**config.mk**
```make
export PLATFORM = sky130hd
export DESIGN_NAME = wrr_arbiter
export DESIGN_NICKNAME = d
export VERILOG_FILES = /design/src/rtl/wrr_arbiter.sv
export SDC_FILE = /design/constraint.sdc
export NUM_CORES = 1
export LEC_CHECK = 0
export CAP_MARGIN = 20
export CELL_PAD_IN_SITES_DETAIL_PLACEMENT = 1
export CELL_PAD_IN_SITES_GLOBAL_PLACEMENT = 1
export CORE_ASPECT_RATIO = 0.8
export CORE_MARGIN = 4
export CORE_UTILIZATION = 25
export CTS_BUF_LIST = sky130_fd_sc_hd__clkbuf_8
export DETAILED_ROUTE_END_ITERATION = 10
export GPL_TIMING_DRIVEN = 0
export PLACE_DENSITY = 0.57
export SLEW_MARGIN = 20
export SYNTH_ARGS = -nofsm -noshare
export SYNTH_HDL_FRONTEND = slang
export SYNTH_SLANG_ARGS = --single-unit
```
**constraint.sdc**
```tcl
create_clock -name clk -period 7.1 [get_ports clk]
set_input_delay 1.42 -clock clk [delete_from_list [all_inputs] [get_ports clk]]
set_output_delay 1.42 -clock clk [all_outputs]
set_load 0.005 [all_outputs]
```
**src/rtl/wrr_arbiter.sv**
```systemverilog
// Weighted round-robin arbiter with a rotating search pointer and per-channel burst weights.
// Each grant is held for the channel's effective weight, which is latched when the burst starts.
module wrr_arbiter #(
  parameter int CHANNELS     = 8,
  parameter int WEIGHT_W     = 4,
  parameter int WEIGHT_LIMIT = 16
) (
  input  logic                         clk,
  input  logic                         reset,
  input  logic [CHANNELS-1:0]          request,
  input  logic [CHANNELS*WEIGHT_W-1:0] weight,
  input  logic                         weight_load,
  output logic [CHANNELS-1:0]          gnt,
  output logic [$clog2(CHANNELS)-1:0]  gnt_id,
  output logic                         gnt_valid,
  output logic                         burst_done
);
  localparam int IW = $clog2(CHANNELS);
  localparam int CW = $clog2(WEIGHT_LIMIT + 1);

  typedef enum logic {S_IDLE, S_GRANT} state_t;

  state_t              r_state, w_state_next;
  logic [WEIGHT_W-1:0] r_weight [CHANNELS];
  logic [IW-1:0]       r_pointer, r_cur;
  logic [CW-1:0]       r_cnt, r_eff;
  logic [CHANNELS-1:0] r_gnt;
  logic                r_done;

  logic [IW-1:0]       w_cur_inc, w_start, w_sel, w_idx, w_pointer_next, w_cur_next;
  logic                w_found, w_term, w_done_next;
  logic [CW-1:0]       w_sel_eff, w_cnt_next, w_eff_next;
  logic [CHANNELS-1:0] w_gnt_next;

  assign w_cur_inc = (r_cur == IW'(CHANNELS - 1)) ? '0 : r_cur + IW'(1);
  assign w_term    = (r_state == S_GRANT) && (!request[r_cur] || (r_cnt == r_eff));
  // After a burst the search restarts just past the finished channel, so it is visited last.
  assign w_start   = (r_state == S_GRANT) ? w_cur_inc : r_pointer;

  // Descending scan: the lowest circular offset from w_start is assigned last and wins.
  always_comb begin
    w_found = 1'b0;
    w_sel   = '0;
    w_idx   = '0;
    for (int k = CHANNELS - 1; k >= 0; k--) begin
      w_idx = IW'((int'(w_start) + k) % CHANNELS);
      if (request[w_idx]) begin
        w_found = 1'b1;
        w_sel   = w_idx;
      end
    end
  end

  always_comb begin
    if (r_weight[w_sel] == '0)
      w_sel_eff = CW'(1);
    else if (int'(r_weight[w_sel]) > WEIGHT_LIMIT)
      w_sel_eff = CW'(WEIGHT_LIMIT);
    else
      w_sel_eff = CW'(r_weight[w_sel]);
  end

  always_comb begin
    w_state_next = r_state;
    case (r_state)
      S_IDLE:  if (w_found) w_state_next = S_GRANT;
      S_GRANT: if (w_term && !w_found) w_state_next = S_IDLE;
      default: w_state_next = S_IDLE;
    endcase
  end

  always_comb begin
    w_gnt_next     = r_gnt;
    w_cur_next     = r_cur;
    w_cnt_next     = r_cnt;
    w_eff_next     = r_eff;
    w_pointer_next = r_pointer;
    w_done_next    = 1'b0;
    if ((r_state == S_GRANT) && !w_term) begin
      w_cnt_next = r_cnt + CW'(1);
    end else begin
      if (w_term) begin
        w_done_next    = 1'b1;
        w_pointer_next = w_cur_inc;
      end
      if (w_found) begin
        w_gnt_next = {{(CHANNELS-1){1'b0}}, 1'b1} << w_sel;
        w_cur_next = w_sel;
        w_cnt_next = CW'(1);
        w_eff_next = w_sel_eff;
      end else begin
        w_gnt_next = '0;
        w_cnt_next = '0;
      end
    end
  end

  always_ff @(posedge clk or posedge reset) begin
    if (reset) begin
      r_state   <= S_IDLE;
      r_gnt     <= '0;
      r_cur     <= '0;
      r_cnt     <= '0;
      r_eff     <= '0;
      r_pointer <= '0;
      r_done    <= 1'b0;
    end else begin
      r_state   <= w_state_next;
      r_gnt     <= w_gnt_next;
      r_cur     <= w_cur_next;
      r_cnt     <= w_cnt_next;
      r_eff     <= w_eff_next;
      r_pointer <= w_pointer_next;
      r_done    <= w_done_next;
    end
  end

  for (genvar gi = 0; gi < CHANNELS; gi++) begin : g_weight
    always_ff @(posedge clk or posedge reset) begin
      if (reset)
        r_weight[gi] <= WEIGHT_W'(1);
      else if (weight_load)
        r_weight[gi] <= weight[gi*WEIGHT_W +: WEIGHT_W];
    end
  end

  always_comb begin
    gnt        = r_gnt;
    gnt_id     = r_cur;
    gnt_valid  = (r_state == S_GRANT);
    burst_done = r_done;
  end
endmodule
```
==> summary.txt, run 1 <==
Run status
  • Status: finished, final reports clean

Die
  • Initial core utilization: between 20% and 30%
  • Die W: 142 um
  • Die height: roughly 110 um
  • Rows: 38
  • Die Area: 16300 um2
  • IO Count: 56
  • Core footprint: ~14000 um2

Timing
  • Max Freq: about 180 MHz
  • Period utilization: about three quarters
  • Rel. slew slack: between 30% and 40%
  • Final Max Tran Viols: 0
  • Final setup fails: 0
  • Setup TNS: 0 ns
  • Tightest Pin Transition: about 0.96 ns
  • Minimum clock period: between 5 and 6 ns
  • Skew final: 0.00886 ns
  • Hold WS: 0.491 ns
  • Hold Vio Cnt, Final: 0
  • Unrepaired setup endpoints after global routing: false

Global routing
  • Gr usage total: around an eighth
  • Grt ovf: 0
  • Largest net degree at the start of global routing: a little under 60
  • First-pass GRT wire length: about 17000 um
  • Vias in the first global route: around 3000
  • Initial antenna violation count: 0

Job
  • Max Cap Viol: 0

Cells and area
  • Nets: roughly 430
  • Filler cell count: between 1500 and 2000
  • Commonest non-fill, non-tap cells in the layout: clkdlybuf4s50_1, dfrtp_1, nand2_1, mux2_2, mux2i_1
  • Area Overhead vs Synth: 29.1%
  • Commonest non-fill, non-tap cell in the layout: clkdlybuf4s50_1
  • N_diodes: 0
  • Post-route cell area: around 4600 um2
  • Share of layout cells above drive strength 1: a little under a quarter

Clock tree
  • Htree depth: 3
  • Cts repair resizes: 0
  • Clock Tree Buf Depth: 2
  • Clock Sink Count: 57
  • Clock Pin Slew Worst Setup and Hold Paths: ~0.070 ns
  • Post-CTS Setup Bufs: 0
  • CTS root buffer: clkbuf_8
  • CTS tree: yes
  • Worst-Skew Late Latency: approximately 0.35 ns
  • Inserted Clock Buffers: 9
  • Post-CTS Hold Buffers: 0

Routing
  • Final WL: 9860 um
  • Vias: around 2700
  • Post-DR wirelength/cell: roughly 17 um
  • DRC: 0
  • Routed Antenna Nets: 0
  • DRT iter0 DRCs: just over 100
  • Routed vias/inst: 4.77
  • TritonRoute pass-1 iters: 4

Synthesis
  • Syn_nets: approximately 360
  • EDFF count, synth: 0
  • Most used DFF post-synth: dfrtp_1
  • Syn Std Cell Area: between 3000 and 4000 um2
  • Mapped Cells: 315
  • Number of library cell types mapped by synthesis: between 50 and 60
  • Seq cells post-synth: 57
  • Syn Area/Cell: between 10 and 15 um2
  • Post-synthesis sequential area ratio: just over 40%
  • Yosys warns: 0
  • Async SR Flop Fraction: 100%

Placement
  • Number of buffers added on ports: 54
  • Post-DP HPWL: 7420 um
  • GP Congestion: 0.820
  • DP Area: ~4400 um2

Worst setup path
  • Slowest Stage Delay on Critical Path: around 0.8 ns
  • Setup crit end kind: flip-flop
  • Crit-path cells: ha_1 -> mux2i_1 -> inv_1 -> clkbuf_1 -> ha_1 -> xnor2_1 -> mux4_2 -> nor2b_1 -> a21oi_1 -> o211ai_1 -> a21oi_1 -> clkbuf_1 -> mux2i_1 -> mux2_2 -> nor3_2 -> o22a_1
  • Worst path buffer plus inverter count: 3
  • WP data arrival: 5.70 ns
  • Critical path class: reg2reg
  • Worst-path maximum fanout: 10
  • Slowest-stage cell, CP: a21oi_1
  • Worst EP required: approximately 7.4 ns
  • Nature of the critical path startpoint: flip-flop
  • Family with the most delay on the worst path: compound AO/OA/AOI/OAI gates

Hold path
  • Min-delay worst type: reg2reg
==> cells in the mapped netlist, drive strengths merged (2+ instances only) <==
library cell / n / share of area (%)
a21oi: 8 / 1.1
nand3: 5 / 0.70
dfstp: 8 / 5.9
a32oi: 2 / 0.49
nor2b: 2 / 0.35
buf: 8 / 2.0
mux2: 46 / 15
o21ai: 13 / 1.8
xor2: 5 / 1.2
o22a: 2 / 0.49
inv: 6 / 0.77
a22o: 4 / 0.98
mux2i: 33 / 9.2
nand2b: 3 / 0.53
nor2: 7 / 0.95
nor3: 12 / 1.8
dfrtp: 49 / 34
and3: 4 / 0.70
nand2: 43 / 4.5
and2: 2 / 0.42
a21o: 2 / 0.42
o211ai: 4 / 0.84
xnor2: 5 / 1.2
mux4: 12 / 7.8
ha: 5 / 1.8
a211oi: 2 / 0.42
clkbuf: 8 / 0.84
==> path summary, 6_finish.rpt <==
| check | start | endpoint | slack (ns) | depth (start not counted) |
|---|---|---|---|---|
| hold reg to reg | r_pointer[0] | r_pointer[0] | 0.49 | 2 |
| setup reg to reg | gnt_id[0] | r_eff[0] | 1.68 | 16 |
| max in group asynchronous | reset | r_weight[12] | 5.31 | 3 |
| min in group asynchronous | reset | r_eff[2] | 1.47 | 3 |
| setup / recovery | gnt_id[0] | r_eff[0] | 1.68 | 16 |
| hold / removal | r_pointer[0] | r_pointer[0] | 0.49 | 2 |
==> worst reg2reg max path, stage by stage (launching register included) <==
cell and delay (ns):
dfrtp_1 0.47, ha_1 0.36, mux2i_1 0.32, inv_1 0.13, clkbuf_1 0.28, ha_1 0.34, xnor2_1 0.60, mux4_2 0.41
nor2b_1 0.16, a21oi_1 0.21, o211ai_1 0.13, a21oi_1 0.78, clkbuf_1 0.44, mux2i_1 0.13, mux2_2 0.32, nor3_2 0.12
o22a_1 0.15
==> registers in the layout, indices dropped and copies added (netlist names) <==
signal / flops
burst_done: 1
r_eff: 4
gnt: 8
r_cnt: 5
r_pointer: 3
gnt_id: 3
r_weight: 32
gnt_valid: 1
==> layout make-up <==
| class | instances | area [um2] | area share, % |
|---|---|---|---|
| buffer | 16 | 100 | 2.17 |
| clock buffer | 9 | 124 | 2.69 |
| clock inverter | 7 | 119 | 2.58 |
| inverter | 6 | 30.0 | 0.651 |
| multi-input combinational | 236 | 2010 | 43.6 |
| sequential | 57 | 1440 | 31.2 |
| tap | 180 | 225 | 4.88 |
| timing repair buffer | 55 | 568 | 12.3 |
==> kinds of logic after synthesis <==
family                   Yosys count  synth area share, %
XOR/XNOR                          10                 2.45
adder cells (fa/ha/maj)            5                 1.75
flip-flops                        57                 40.2
AND/OR/NAND/NOR                   85                 11.5
buffers and inverters             22                 3.57
AO/OA/AOI/OAI                     45                 8.90
multiplexers                      91                 31.6
==> stage by stage <==
stage	utilization [%]	std cells	setup slack, ns
after global placement	31.5	549	1.79
after detailed placement	31.7	550	1.67
after global routing	33.4	566	1.12
after floorplan	-	315	2.66
final	33.4	566	1.68
after CTS	33.4	566	1.63
==> layer usage <==
metal / up-vias / share of wire (%) / global-route usage (%)
met1: 1335 / 51 / 18.9
li1: 1295 / - / -
met3: 11 / 5.2 / 4.03
met2: 56 / 43 / 19.0
met4: 0 / 1.4 / 3.64
met5: - / 0 / 0
Power of run 1 is not shown: default switching activity piles up to over one toggle a cycle in this logic, so the estimate is an artifact.
==> run 2: changes to the inputs <==
Settings changed: PLACE_DENSITY 0.57 to 0.58.
Clock period 7.1 ns to 4.96 ns, I/O delays scaled along.
==> run 2 against run 1 <==
  * Flip-flop and latch count did not move
  * Routed wire length fell by 0.62%
  * Clock skew fell by 0.0033 ns
  * First-iteration DRC count fell by 17%
  * Critical path depth rose by 2
  * Fmax rose by 17%
  * Register-to-register slack got worse by 1.4 ns
  * Die area did not move
  * Highest routed layer unchanged
==> summary.txt, run 2 (synthesized netlist as in run 1, its figures left out) <==
Run status
  • Status: finished, final reports clean

Worst setup path
  • Worst R2R Setup Slack: roughly 0.32 ns
  • R2R cell count: 18
  • Nature of the critical path startpoint: flip-flop
  • Worst-path maximum fanout: 10
  • Critical path class: reg2reg
  • RR Startpoint: gnt_id[0]
  • Worst flop-to-flop path endpoint: r_eff[0]
  • Setup crit end kind: flip-flop
  • Worst EP required: 5.23 ns
  • WP data arrival: 4.91 ns

Hold path
  • Hold Path End: r_pointer[0]
  • Hold Path Stages: 2
  • Worst Hold Launch: r_pointer[0]
  • Min-delay worst type: reg2reg

Timing
  • Final setup fails: 0
  • Minimum clock period: around 4.6 ns
  • Period utilization: between 90% and 100%
  • Unrepaired setup endpoints after global routing: false
  • Rel. slew slack: between 40 and 50%
  • Tightest Pin Transition: ~0.8 ns
  • Max Freq: between 200 and 250 MHz
  • Hold Vio Cnt, Final: 0
  • Hold WS: ~0.47 ns
  • Setup TNS: 0 ns
  • Final Max Tran Viols: 0
  • Skew final: approximately 0.0055 ns

Clock tree
  • Inserted Clock Buffers: 9
  • Post-CTS Hold Buffers: 0
  • Htree depth: 3
  • Clock Sink Count: 57
  • CTS root buffer: clkbuf_8
  • CTS tree: yes
  • Clock Pin Slew Worst Setup and Hold Paths: approximately 0.060 ns
  • Clock Tree Buf Depth: 2
  • Worst-Skew Late Latency: approximately 0.34 ns

Routing
  • Post-DR wirelength/cell: 17.3 um
  • Routed vias/inst: a little under 5
  • Final WL: 9800 um
  • TritonRoute pass-1 iters: 4
  • DRC: 0
  • Met2 routed WL: between 4000 and 5000 um
  • Routed wire length on met3: roughly 350 um
  • Vias: approximately 2800
  • Top Metal Used: met4
  • Routed Antenna Nets: 0
  • M1 WL: about 5100 um
  • DRT iter0 DRCs: 86

Die
  • Die height: between 100 and 150 um
  • Initial core utilization: between 20% and 30%
  • Core footprint: 13800 um2
  • Die Area: 16300 um2
  • Die W: between 100 and 150 um
  • IO Count: 56
  • Rows: 38

Global routing
  • Largest net degree at the start of global routing: 58
  • Vias in the first global route: between 3000 and 4000
  • First-pass GRT wire length: ~16000 um
  • Initial antenna violation count: 0
  • Grt ovf: 0
  • Gr usage total: about an eighth

Cells and area
  • Commonest non-fill, non-tap cells in the layout: clkdlybuf4s50_1, dfrtp_1, nand2_1, mux2_2, mux2i_1
  • Nets: 431
  • Largest reg by FF count: r_weight
  • Commonest non-fill, non-tap cell in the layout: clkdlybuf4s50_1
  • Area Overhead vs Synth: 28.7%
  • Filler cell count: approximately 1600
  • Final cell count without fillers: 567
  • N_diodes: 0
  • Max reg flops: 32
  • Share of layout cells above drive strength 1: a little over a quarter

Placement
  • Number of buffers added on ports: 54
  • Post-placement cell count: between 500 and 600
  • Post-DP HPWL: approximately 7500 um
  • GP Congestion: ~0.79

Job
  • Max Cap Viol: 0
-- run 2: how the worst max path moves through the flow --
| stage | slack, ns | endpoint | startpoint | cells after the start |
|---|---|---|---|---|
| after floorplan | 0.52 | r_eff[0] | gnt_id[0] | 18 |
| after detailed placement | -0.50 | r_eff[0] | gnt_id[0] | 16 |
| after CTS | 0.03 | r_eff[0] | gnt_id[0] | 18 |
| after global placement | -0.34 | r_eff[0] | gnt_id[0] | 16 |
| final | 0.32 | r_eff[0] | gnt_id[0] | 18 |
| after global routing | 0.005 | r_eff[0] | gnt_id[0] | 17 |
-- run 2: through the flow --
stage	setup slack (ns)	instance area [um2]	utilization [%]
2_1_floorplan	0.515	3570	-
3_3_place_gp	-0.341	4340	31.5
3_5_place_dp	-0.499	4340	31.5
4_1_cts	0.0307	4540	32.9
5_1_grt	0.00466	4600	33.3
6_report	0.324	4600	33.3
-- run 2: cell type report --
type	instances	area, um2	area share (%)
repair buffers	57	563	12.2
plain buffers	16	103	2.23
inverters	6	30.0	0.653
clock inverters	3	15.0	0.327
multi-input cells	236	2060	44.8
flip-flops and latches	57	1440	31.2
clock buffers	12	165	3.59
well taps	180	225	4.90
-- run 2: worst max-delay path: stages (launching register included) --
cell and delay (ns):
dfrtp_1 0.47, ha_1 0.24, ha_1 0.19, or3b_1 0.34, and2_4 0.15, buf_12 0.14, inv_6 0.06, buf_6 0.17
ha_4 0.21, xnor2_4 0.19, mux4_2 0.36, nor2b_1 0.17, a311o_1 0.30, a21o_1 0.22, nor2_4 0.23, mux4_2 0.54
mux2_2 0.32, nor3_2 0.11, o22a_1 0.15
-- run 2: per-layer routing --
layer	up-vias	GRT usage (%)
li1	1304	-
met1	1394	17.9
met2	51	18.3
met3	13	3.24
met4	0	4.03
met5	-	0
-- run 2: repair_timing --
item,CTS,global route
resized for setup,3,10
pin swaps,0,1
endpoints found under the setup margin,11,7
buffers inserted,0,3
Power of run 2 is left out for the same reason.
